--- src/rtl/servo_pkg.sv ---
// Shared constants and types for the multi-channel servo controller.
// Latency: n/a (package only).
// Backpressure: n/a.
package servo_pkg;

  // PS/2 set-2 scan codes understood by the key decoder
  localparam logic [7:0] SC_BREAK = 8'hF0;  // release prefix
  localparam logic [7:0] SC_SEL0  = 8'h16;  // '1'
  localparam logic [7:0] SC_SEL1  = 8'h1E;  // '2'
  localparam logic [7:0] SC_SEL2  = 8'h26;  // '3'
  localparam logic [7:0] SC_SEL3  = 8'h25;  // '4'
  localparam logic [7:0] SC_DEC   = 8'h1C;  // 'A' : narrower pulse
  localparam logic [7:0] SC_INC   = 8'h23;  // 'D' : wider pulse
  localparam logic [7:0] SC_CTR   = 8'h1B;  // 'S' : recenter

  // Key decoder state: BREAK swallows the byte that follows 0xF0
  typedef enum logic {
    DEC_IDLE  = 1'b0,
    DEC_BREAK = 1'b1
  } dec_state_e;

endpackage

--- src/rtl/servo_pwm_channel.sv ---
// One servo output: holds the pulse width and compares it against the frame counter.
// Latency: pos follows tgt at frame_start (instantly, or slewed when SERVO_SLEW_EN is defined).
// Backpressure: none; tgt is sampled only in the frame_start cycle.
module servo_pwm_channel #(
  parameter int W       = 15,
`ifdef SERVO_SLEW_EN
  parameter int SLEW_US = 10,
`endif
  parameter int CENTER  = 1500
) (
  input  logic         clk,
  input  logic         reset,
  input  logic         frame_start_i,
  input  logic [W-1:0] us_cnt_i,
  input  logic [W-1:0] tgt_i,
  output logic         pwm_o
);

  logic [W-1:0] pos_q;
  logic [W-1:0] pos_d;

`ifdef SERVO_SLEW_EN
  localparam logic [W-1:0] SLEW = W'(SLEW_US);

  // Step toward the target by at most SLEW; subtract only in the known-positive direction
  always_comb begin
    pos_d = pos_q;
    if (tgt_i > pos_q) begin
      if ((tgt_i - pos_q) > SLEW) pos_d = pos_q + SLEW;
      else                        pos_d = tgt_i;
    end else if (pos_q > tgt_i) begin
      if ((pos_q - tgt_i) > SLEW) pos_d = pos_q - SLEW;
      else                        pos_d = tgt_i;
    end
  end
`else
  // Without slew limiting the new frame jumps straight to the target
  always_comb begin
    pos_d = tgt_i;
  end
`endif

  // Width only changes on the frame boundary so a pulse is never cut or stretched mid-way
  always_ff @(posedge clk or posedge reset) begin
    if (reset)              pos_q <= W'(CENTER);
    else if (frame_start_i) pos_q <= pos_d;
  end

  // Reset gates the output directly so an in-flight pulse drops in the same cycle
  assign pwm_o = (us_cnt_i < pos_q) & ~reset;

endmodule

--- src/rtl/multi_servo_ctrl.sv ---
// PS/2-keyboard driven PWM controller for up to four hobby servos (optional slew: SERVO_SLEW_EN).
// Latency: key effects visible the cycle after check; pulse width changes at the next frame_start.
// Backpressure: none; every check strobe is consumed in its own cycle.
module multi_servo_ctrl
  import servo_pkg::*;
#(
  parameter int NUM_CH   = 4,
  parameter int CLK_HZ   = 25000000,
  parameter int FRAME_US = 20000,
  parameter int MIN_US   = 1000,
  parameter int MAX_US   = 2000,
  parameter int STEP_US  = 50,
  parameter int SLEW_US  = 10
) (
  input  logic              clk,
  input  logic              reset,
  input  logic              check,
  input  logic [7:0]        scan,
  output logic [NUM_CH-1:0] servo_pwm,
  output logic [1:0]        sel_ch,
  output logic              frame_start
);

  localparam int DIV    = CLK_HZ / 1000000;
  localparam int PW     = $clog2(DIV);
  localparam int W      = $clog2(FRAME_US);
  localparam int CENTER = (MIN_US + MAX_US) / 2;

  localparam logic [PW-1:0] PRE_LAST = PW'(DIV - 1);
  localparam logic [W-1:0]  CNT_LAST = W'(FRAME_US - 1);
  localparam logic [W-1:0]  MIN_V    = W'(MIN_US);
  localparam logic [W-1:0]  MAX_V    = W'(MAX_US);
  localparam logic [W-1:0]  CTR_V    = W'(CENTER);
  localparam logic [W-1:0]  STEP_V   = W'(STEP_US);

  logic [PW-1:0] pre_q;
  logic [W-1:0]  us_cnt_q;
  logic          tick;

  dec_state_e    state_q, state_d;
  logic [1:0]    sel_q, sel_d;
  logic [W-1:0]  tgt_q [NUM_CH];
  logic [W-1:0]  tgt_d [NUM_CH];

  // Saturating decrement, compared in 32 bits so the subtraction never wraps
  function automatic logic [W-1:0] tgt_dn(input logic [W-1:0] v);
    if (int'(v) < MIN_US + STEP_US) tgt_dn = MIN_V;
    else                            tgt_dn = v - STEP_V;
  endfunction

  // Saturating increment, compared in 32 bits so the addition never overflows W
  function automatic logic [W-1:0] tgt_up(input logic [W-1:0] v);
    if (int'(v) + STEP_US > MAX_US) tgt_up = MAX_V;
    else                            tgt_up = v + STEP_V;
  endfunction

  assign tick        = (pre_q == PRE_LAST);
  assign frame_start = tick && (us_cnt_q == CNT_LAST);
  assign sel_ch      = sel_q;

  // Prescaler: one tick per microsecond
  always_ff @(posedge clk or posedge reset) begin
    if (reset)     pre_q <= '0;
    else if (tick) pre_q <= '0;
    else           pre_q <= pre_q + 1'b1;
  end

  // Frame counter in microseconds, wrapping at the frame period
  always_ff @(posedge clk or posedge reset) begin
    if (reset)            us_cnt_q <= '0;
    else if (frame_start) us_cnt_q <= '0;
    else if (tick)        us_cnt_q <= us_cnt_q + 1'b1;
  end

  // Key decoder next state: channel select, target nudges and break-code skipping
  always_comb begin
    state_d = state_q;
    sel_d   = sel_q;
    tgt_d   = tgt_q;
    if (check) begin
      unique case (state_q)
        DEC_BREAK: state_d = DEC_IDLE;
        DEC_IDLE: begin
          case (scan)
            SC_BREAK: state_d = DEC_BREAK;
            SC_SEL0:  sel_d = 2'd0;
            SC_SEL1:  if (NUM_CH > 1) sel_d = 2'd1;
            SC_SEL2:  if (NUM_CH > 2) sel_d = 2'd2;
            SC_SEL3:  if (NUM_CH > 3) sel_d = 2'd3;
            SC_DEC: begin
              for (int i = 0; i < NUM_CH; i++)
                if (sel_q == 2'(i)) tgt_d[i] = tgt_dn(tgt_q[i]);
            end
            SC_INC: begin
              for (int i = 0; i < NUM_CH; i++)
                if (sel_q == 2'(i)) tgt_d[i] = tgt_up(tgt_q[i]);
            end
            SC_CTR: begin
              for (int i = 0; i < NUM_CH; i++)
                if (sel_q == 2'(i)) tgt_d[i] = CTR_V;
            end
            default: ;
          endcase
        end
      endcase
    end
  end

  // Decoder, selection and target registers
  always_ff @(posedge clk or posedge reset) begin
    if (reset) begin
      state_q <= DEC_IDLE;
      sel_q   <= 2'd0;
      for (int i = 0; i < NUM_CH; i++) tgt_q[i] <= CTR_V;
    end else begin
      state_q <= state_d;
      sel_q   <= sel_d;
      tgt_q   <= tgt_d;
    end
  end

  for (genvar g = 0; g < NUM_CH; g++) begin : g_ch
    servo_pwm_channel #(
      .W       (W),
`ifdef SERVO_SLEW_EN
      .SLEW_US (SLEW_US),
`endif
      .CENTER  (CENTER)
    ) u_ch (
      .clk           (clk),
      .reset         (reset),
      .frame_start_i (frame_start),
      .us_cnt_i      (us_cnt_q),
      .tgt_i         (tgt_q[g]),
      .pwm_o         (servo_pwm[g])
    );
  end

endmodule

--- config.mk ---
export PLATFORM = sky130hd
export DESIGN_NAME = multi_servo_ctrl
export DESIGN_NICKNAME = d
export VERILOG_FILES = /design/src/rtl/servo_pkg.sv /design/src/rtl/servo_pwm_channel.sv /design/src/rtl/multi_servo_ctrl.sv
export SDC_FILE = /design/constraint.sdc
export NUM_CORES = 1
export LEC_CHECK = 0
export ABC_AREA = 1
export CAP_MARGIN = 20
export CORE_MARGIN = 5
export CORE_UTILIZATION = 25
export DETAILED_ROUTE_END_ITERATION = 8
export SETUP_SLACK_MARGIN = 0.15
export SYNTH_ARGS = -nofsm -noshare
export SYNTH_HDL_FRONTEND = slang
export SYNTH_SLANG_ARGS = --single-unit
--- constraint.sdc ---
create_clock -name clk -period 5.72 [get_ports clk]
set_input_delay 0.858 -clock clk [delete_from_list [all_inputs] [get_ports clk]]
set_output_delay 0.858 -clock clk [all_outputs]
set_load 0.01 [all_outputs]
* After elaboration in Yosys (flattened, before gate mapping)
Index checks and enable logic that the tools add are counted.
** Word-level totals
- Flip-flop bits (word level) :: 143
- Output and inout port bits :: 7
- Bits of input ports :: 11
** Cells by class
- Add/subtract/negate cells :: 14
- Multiplexer cells :: 27
- Equality and inequality tests :: 25
- Bitwise logic cells :: 6
- $lt $le $gt $ge :: 12
- Reductions and logical operators :: 10
** Operators with widths (number)
- $mux W15 :: 22
- $pmux W60 S3 :: 1
- $add A15 B6 Y16 const B :: 4
- $gt A16 B11 Y1 const B :: 4
- $add A15 B6 Y15 const B :: 4
- $lt A15 B11 Y1 const B :: 4
- $lt A15 B15 Y1 :: 4
- $sub A15 B6 Y15 const B :: 4
- $eq A8 B5 Y1 const B :: 4
- $eq A8 B6 Y1 const B :: 3
- $ne A2 B2 Y1 const B :: 12
- $reduce_and A6 Y1 :: 4
- $add A15 B1 Y15 const B :: 1
- $eq A15 B15 Y1 const B :: 1
- $eq A8 B8 Y1 const B :: 1
- $pmux W2 S4 :: 1
- $add A5 B1 Y5 const B :: 1
- $eq A5 B5 Y1 const B :: 1
- $mux W5 :: 1
- $and A1 B1 Y1 :: 4
- $eq A2 B2 Y1 const B :: 2
- $reduce_bool A4 Y1 :: 1
- $reduce_and A3 Y1 :: 1
- $reduce_bool A3 Y1 :: 1
- 7 further kinds :: 8

* Logic depth before layout (Yosys ltp)
- Word-level depth :: 5
- Depth in mapped cells :: 14
- Gate-level depth less buffers :: 14

* By module
From an unflattened synthesis, not the netlist that was laid out.
** Second synthesis, totals
- Cell total of the unflattened synthesis :: 1535
- Area total of the unflattened synthesis :: 10620.2 um2
** Modules (own cells, without submodules)
- multi_servo_ctrl :: instances 1, area an instance 6796.5 um2, cells an instance 1055
- servo_pwm_channel :: instances 4, area an instance 955.9 um2, cells an instance 120

* Worst setup path before layout
OpenSTA, ideal clock, no wires.
- Kind :: register -> output
- Start point :: register g_ch[0].u_ch.pos_q[10]
- End point :: output port servo_pwm[0]
- Slack :: 3.358 ns
- Cell stages (with the launch flop) :: 9
- Data required time :: 4.862 ns
- Data arrival time :: 1.504 ns
- Cell sequence :: dfstp_2 inv_1 ha_1 a21oi_1 o31ai_1 nand2_1 o211ai_1 a311oi_1 buf_4
** On the way
- Longest elaborated chain between the ends :: 2
** RTL lines
- start: declaration :: RTL line servo_pwm_channel.sv:19 : logic [W-1:0] pos_q;
- start signal: assignment :: RTL line servo_pwm_channel.sv:45 : if (reset) pos_q <= W'(CENTER);
- start signal: assignment :: RTL line servo_pwm_channel.sv:46 : else if (frame_start_i) pos_q <= pos_d;
- $lt A15 B15 Y1 :: RTL line servo_pwm_channel.sv:50 : assign pwm_o = (us_cnt_i < pos_q) & ~reset;
- $and A1 B1 Y1 :: RTL line servo_pwm_channel.sv:50
- end: declaration :: RTL line multi_servo_ctrl.sv:19 : output logic [NUM_CH-1:0] servo_pwm,
Every way passes these cells.

* Final worst setup path
- Start point :: register us_cnt_q[1]
- End point :: output port servo_pwm[3]
** On the way
- Longest elaborated chain between the ends :: 2
** RTL lines
- start: declaration :: RTL line multi_servo_ctrl.sv:37 : logic [W-1:0] us_cnt_q;
- start signal: assignment :: RTL line multi_servo_ctrl.sv:72 : else if (tick) us_cnt_q <= us_cnt_q + 1'b1;
- $lt A15 B15 Y1 :: RTL line servo_pwm_channel.sv:50
- $and A1 B1 Y1 :: RTL line servo_pwm_channel.sv:50
Every way passes these cells.

==> flow_metrics.env <==
export IMPL_drtIter0Drc=796
export IMPL_num_io_pins=18
export IMPL_critical_path_n_buffers_inverters=1
export IMPL_fraction_of_synthesized_cell_area_taken_by_the_top_area_cell_type_pct=19.1
export IMPL_route_vias_total=9464
export IMPL_fmax_mhz=267
export IMPL_cts_post_setup_buffers_inserted=0
export IMPL_antenna_left=0
export IMPL_largest_stage_delay_worst_path_ns=0.66
export IMPL_cts_tree="yes"
export IMPL_dpl_cell_area_mm2=0.0110
export IMPL_fin_skew_ns=0.00839
export IMPL_crit_path_start="us_cnt_q[1]"
export IMPL_holdCritPathClass="reg -> reg"
export IMPL_tightest_slew_ns=1.01
export IMPL_grt_start_max_net_pins=115
export IMPL_port_buffer_count=17
export IMPL_dp_hpwl_um=20100
export IMPL_power_density_cell_area_mw_per_mm2=219
export IMPL_highest_fanout_seen_on_the_critical_path=7
export IMPL_cp_num_cells=6
export IMPL_cp_start_kind="flip-flop"
export IMPL_yosys_register_bits=135
export IMPL_yosysWarningCount=0
export IMPL_core_mm2=0.0409
export IMPL_overflow=0
export IMPL_cp_required_ns=4.86
export IMPL_syn_cell_area_mm2=0.0103
export IMPL_cts_inserted_buffers=17
export IMPL_crit_path_end="servo_pwm[3]"
export IMPL_netSwitchingFraction_pct=27.6
export IMPL_list_of_cells_traversed_by_the_critical_path="ha_1 -> o21a_1 -> nor2_1 -> o221ai_1 -> a311oi_1 -> clkdlybuf4s50_1"
export IMPL_synth_top_cells_by_area="dfrtp_1 19%, dfstp_2 14%, nand2_1 12%"
export IMPL_run_status="complete, no violations"
export IMPL_setup_worst_path_class="reg -> out"
export IMPL_remaining_routing_drc_violations=0
export IMPL_cts_root_buffer_cell="clkbuf_16"
export IMPL_slowest_stage="clkdlybuf4s50_1"
export IMPL_die_height_um=213
export IMPL_cts_repair_resize_count=0
export IMPL_finalHoldViolations=0
export IMPL_synth_top_cell_by_area="dfrtp_1"
export IMPL_avgViaCountPerCell=4.77
export IMPL_max_slew_margin_rel_pct=32.3
export IMPL_layout_drive_gt1_share_pct=12.1
export IMPL_syn_mean_instance_area_um2=7.20
export IMPL_power_static_leakage_nw=5.11
export IMPL_synth_fp_nets=1516
export IMPL_global_route_wire_length_before_repair_um=46000
export IMPL_wl_um=27100
export IMPL_clk_path_buf_depth=2
export IMPL_critPathArrivalTime_ns=2.89
export IMPL_clk_pin_slew_worst_paths_ns=0.05
export IMPL_path_delay_family="compound AO/OA/AOI/OAI gates"
export IMPL_synthArstFlopShare_pct=100
export IMPL_area_delta_synth_final_pct=12.6
export IMPL_power_report_internal_total_mw=1.85
export IMPL_cts_htree_levels=4
export IMPL_final_max_slew_violation_count=0
export IMPL_netlist_instances=1437
export IMPL_fillCellCount=4480
export IMPL_final_cell_area_mm2=0.0116
export IMPL_fin_crit_ns=3.75
export IMPL_initial_core_util_pct=25.3
export IMPL_post_layout_nonfiller_instances=1982
export IMPL_placement_rows=74
export IMPL_final_setup_viol_count=0
export IMPL_fp_dieW_um=213
export IMPL_rsz_0062_raised_after_global_routing="no"
export IMPL_gp_congestion=0.867
export IMPL_total_switching_power_uw=706
export IMPL_antenna_cells_inserted=0
export IMPL_sequential_cell_fraction_of_total_power_pct=41.1
export IMPL_type_of_element_capturing_the_critical_path="output pin"
export IMPL_grt_antenna_before_repair=0
export IMPL_timing_rr_start="us_cnt_q[14]"
export IMPL_ys_flop_type="dfrtp_1"
export IMPL_clkPwrFrac_pct=46.1
export IMPL_seq_area_frac_synth_pct=33.3
export IMPL_grt_pass1_vias=9101
export IMPL_post_place_cells=1949
export IMPL_period_share_pct=65.6
export IMPL_synthDistinctLibCells=53
export IMPL_hold_buffers=0
export IMPL_pwr_share_comb_pct=12.8
export IMPL_clock_sink_count=135
export IMPL_routed_length_per_placed_instance_um=13.7
export IMPL_worst_r2r_endpoint="g_ch[2].u_ch.pos_q[9]"
export IMPL_detailedRoute_firstPassIterationCount=7
export IMPL_peakVddDrop_v=0.000201
export IMPL_regToRegSetupSlack_ns=3.28
export IMPL_dieArea_mm2=0.0456
export IMPL_setup_total_negative_slack_ns=0
export IMPL_clk_latency_ns=0.42
export IMPL_cap_violations=0
export IMPL_synth_enable_flop_cells=0
export IMPL_nets=1516
export IMPL_r2r_cells=8
export IMPL_gr_usage_all_layers_pct=12.3
==> final cells by class <==
class | count | area, µm² | area share, %
Multi-Input combinational cell | 1063 | 5940 | 51.0
Clock buffer | 19 | 443 | 3.80
Clock inverter | 13 | 179 | 1.54
Timing Repair Buffer | 20 | 213 | 1.83
Tap cell | 532 | 666 | 5.71
Inverter | 200 | 756 | 6.49
Sequential cell | 135 | 3450 | 29.6
==> stage by stage <==
step | setup slack [ns] | power (mW) | util (%) | hold slack, ns
4_1_cts | 1.91 | 2.58 | 28.4 | 0.478
6_report | 1.97 | 2.56 | 28.5 | 0.479
3_5_place_dp | 2.01 | 1.39 | 26.9 | 0.469
3_3_place_gp | 1.97 | 1.38 | 26.9 | 0.467
5_1_grt | 1.84 | 2.67 | 28.5 | 0.488
2_1_floorplan | 1.34 | 1.30 | - | 0.447
==> tightest hold or removal path: cells and delay by family, from the launching register on <==
kind,cells,cell delay (ns)
and+or+nand+nor,1,0.05
AOI/OAI and AO/OA,1,0.05
DFF,1,0.34
==> registers in the layout, indices dropped and copies added (netlist names) <==
register,flops
state_q,1
sel_ch,2
g_ch.u_ch.pos_q,56
pre_q,5
tgt_q,56
us_cnt_q,15
==> power groups by stage <==
stage | Combinational (mW) | Clock [mW] | Sequential, mW
3_3_place_gp | 0.321 | 0 | 1.06
6_report | 0.328 | 1.18 | 1.05
5_1_grt | 0.374 | 1.24 | 1.06
2_1_floorplan | 0.259 | 0 | 1.04
3_5_place_dp | 0.325 | 0 | 1.06
4_1_cts | 0.328 | 1.20 | 1.05
==> per-layer routing <==
metal,global-route usage [%],part of all wire (%),up-vias,wire [µm]
li1,-,-,4739,-
met4,3.36,1.4,0,386
met1,17.2,48,4456,13000
met2,19.7,46,244,12500
met3,1.98,4.7,25,1270
met5,0,0,-,0
==> placed cells by master (no fill, tap or decap), types with 13 or more instances in the layout <==
master,n
dfrtp_1,79
o21ai_0,81
inv_1,183
nand2_2,22
nand3_1,84
nor2_1,137
nor2_4,13
xor2_1,37
o21ai_1,17
clkbuf_16,17
nand4_1,47
clkdlybuf4s50_1,17
dfstp_2,56
a21oi_1,90
nand2_1,336
nor3_1,24
ha_1,68
==> how the worst min path moves through the flow <==
stage                           start                     end  slack [ns]  cells past startpoint
2_1_floorplan                 state_q                 state_q        0.45                      2
3_3_place_gp    g_ch[1].u_ch.pos_q[4]   g_ch[1].u_ch.pos_q[4]        0.47                      2
3_5_place_dp    g_ch[1].u_ch.pos_q[4]   g_ch[1].u_ch.pos_q[4]        0.47                      2
4_1_cts         g_ch[1].u_ch.pos_q[4]   g_ch[1].u_ch.pos_q[4]        0.48                      2
5_1_grt         g_ch[1].u_ch.pos_q[4]   g_ch[1].u_ch.pos_q[4]        0.49                      2
6_report       g_ch[3].u_ch.pos_q[11]  g_ch[3].u_ch.pos_q[11]        0.48                      2
==> synthesized netlist by cell type, types with 7 or more instances <==
library cell    n
buf_2          21
nor2_2          8
nand3_1        85
ha_1           68
dfstp_2        56
a21oi_1        90
dfrtp_1        79
clkbuf_1        7
nand3_2        11
nor2_1        137
nor2_4         13
inv_2          11
buf_4           8
nor3_1         24
nand2_2        22
o21ai_1        17
a31oi_1         9
o211ai_1        7
a21boi_1        9
nand2_1       336
nand4_1        47
o21ai_0        81
inv_1         184
o31ai_1         7
xor2_1         37
==> kinds of logic (layout without fill, tap and decap cells) <==
kind of cell	Yosys count	after routing	share of synthesized area, %
XOR/XNOR	40	40	3.39
AO/OA/AOI/OAI	244	244	13.3
multiplexers	1	1	0.0967
flip-flops	135	135	33.3
buffers and inverters	239	252	9.36
adder cells (fa/ha/maj)	68	68	8.22
AND/OR/NAND/NOR	710	710	32.3
(Power assumes the default switching activity.)
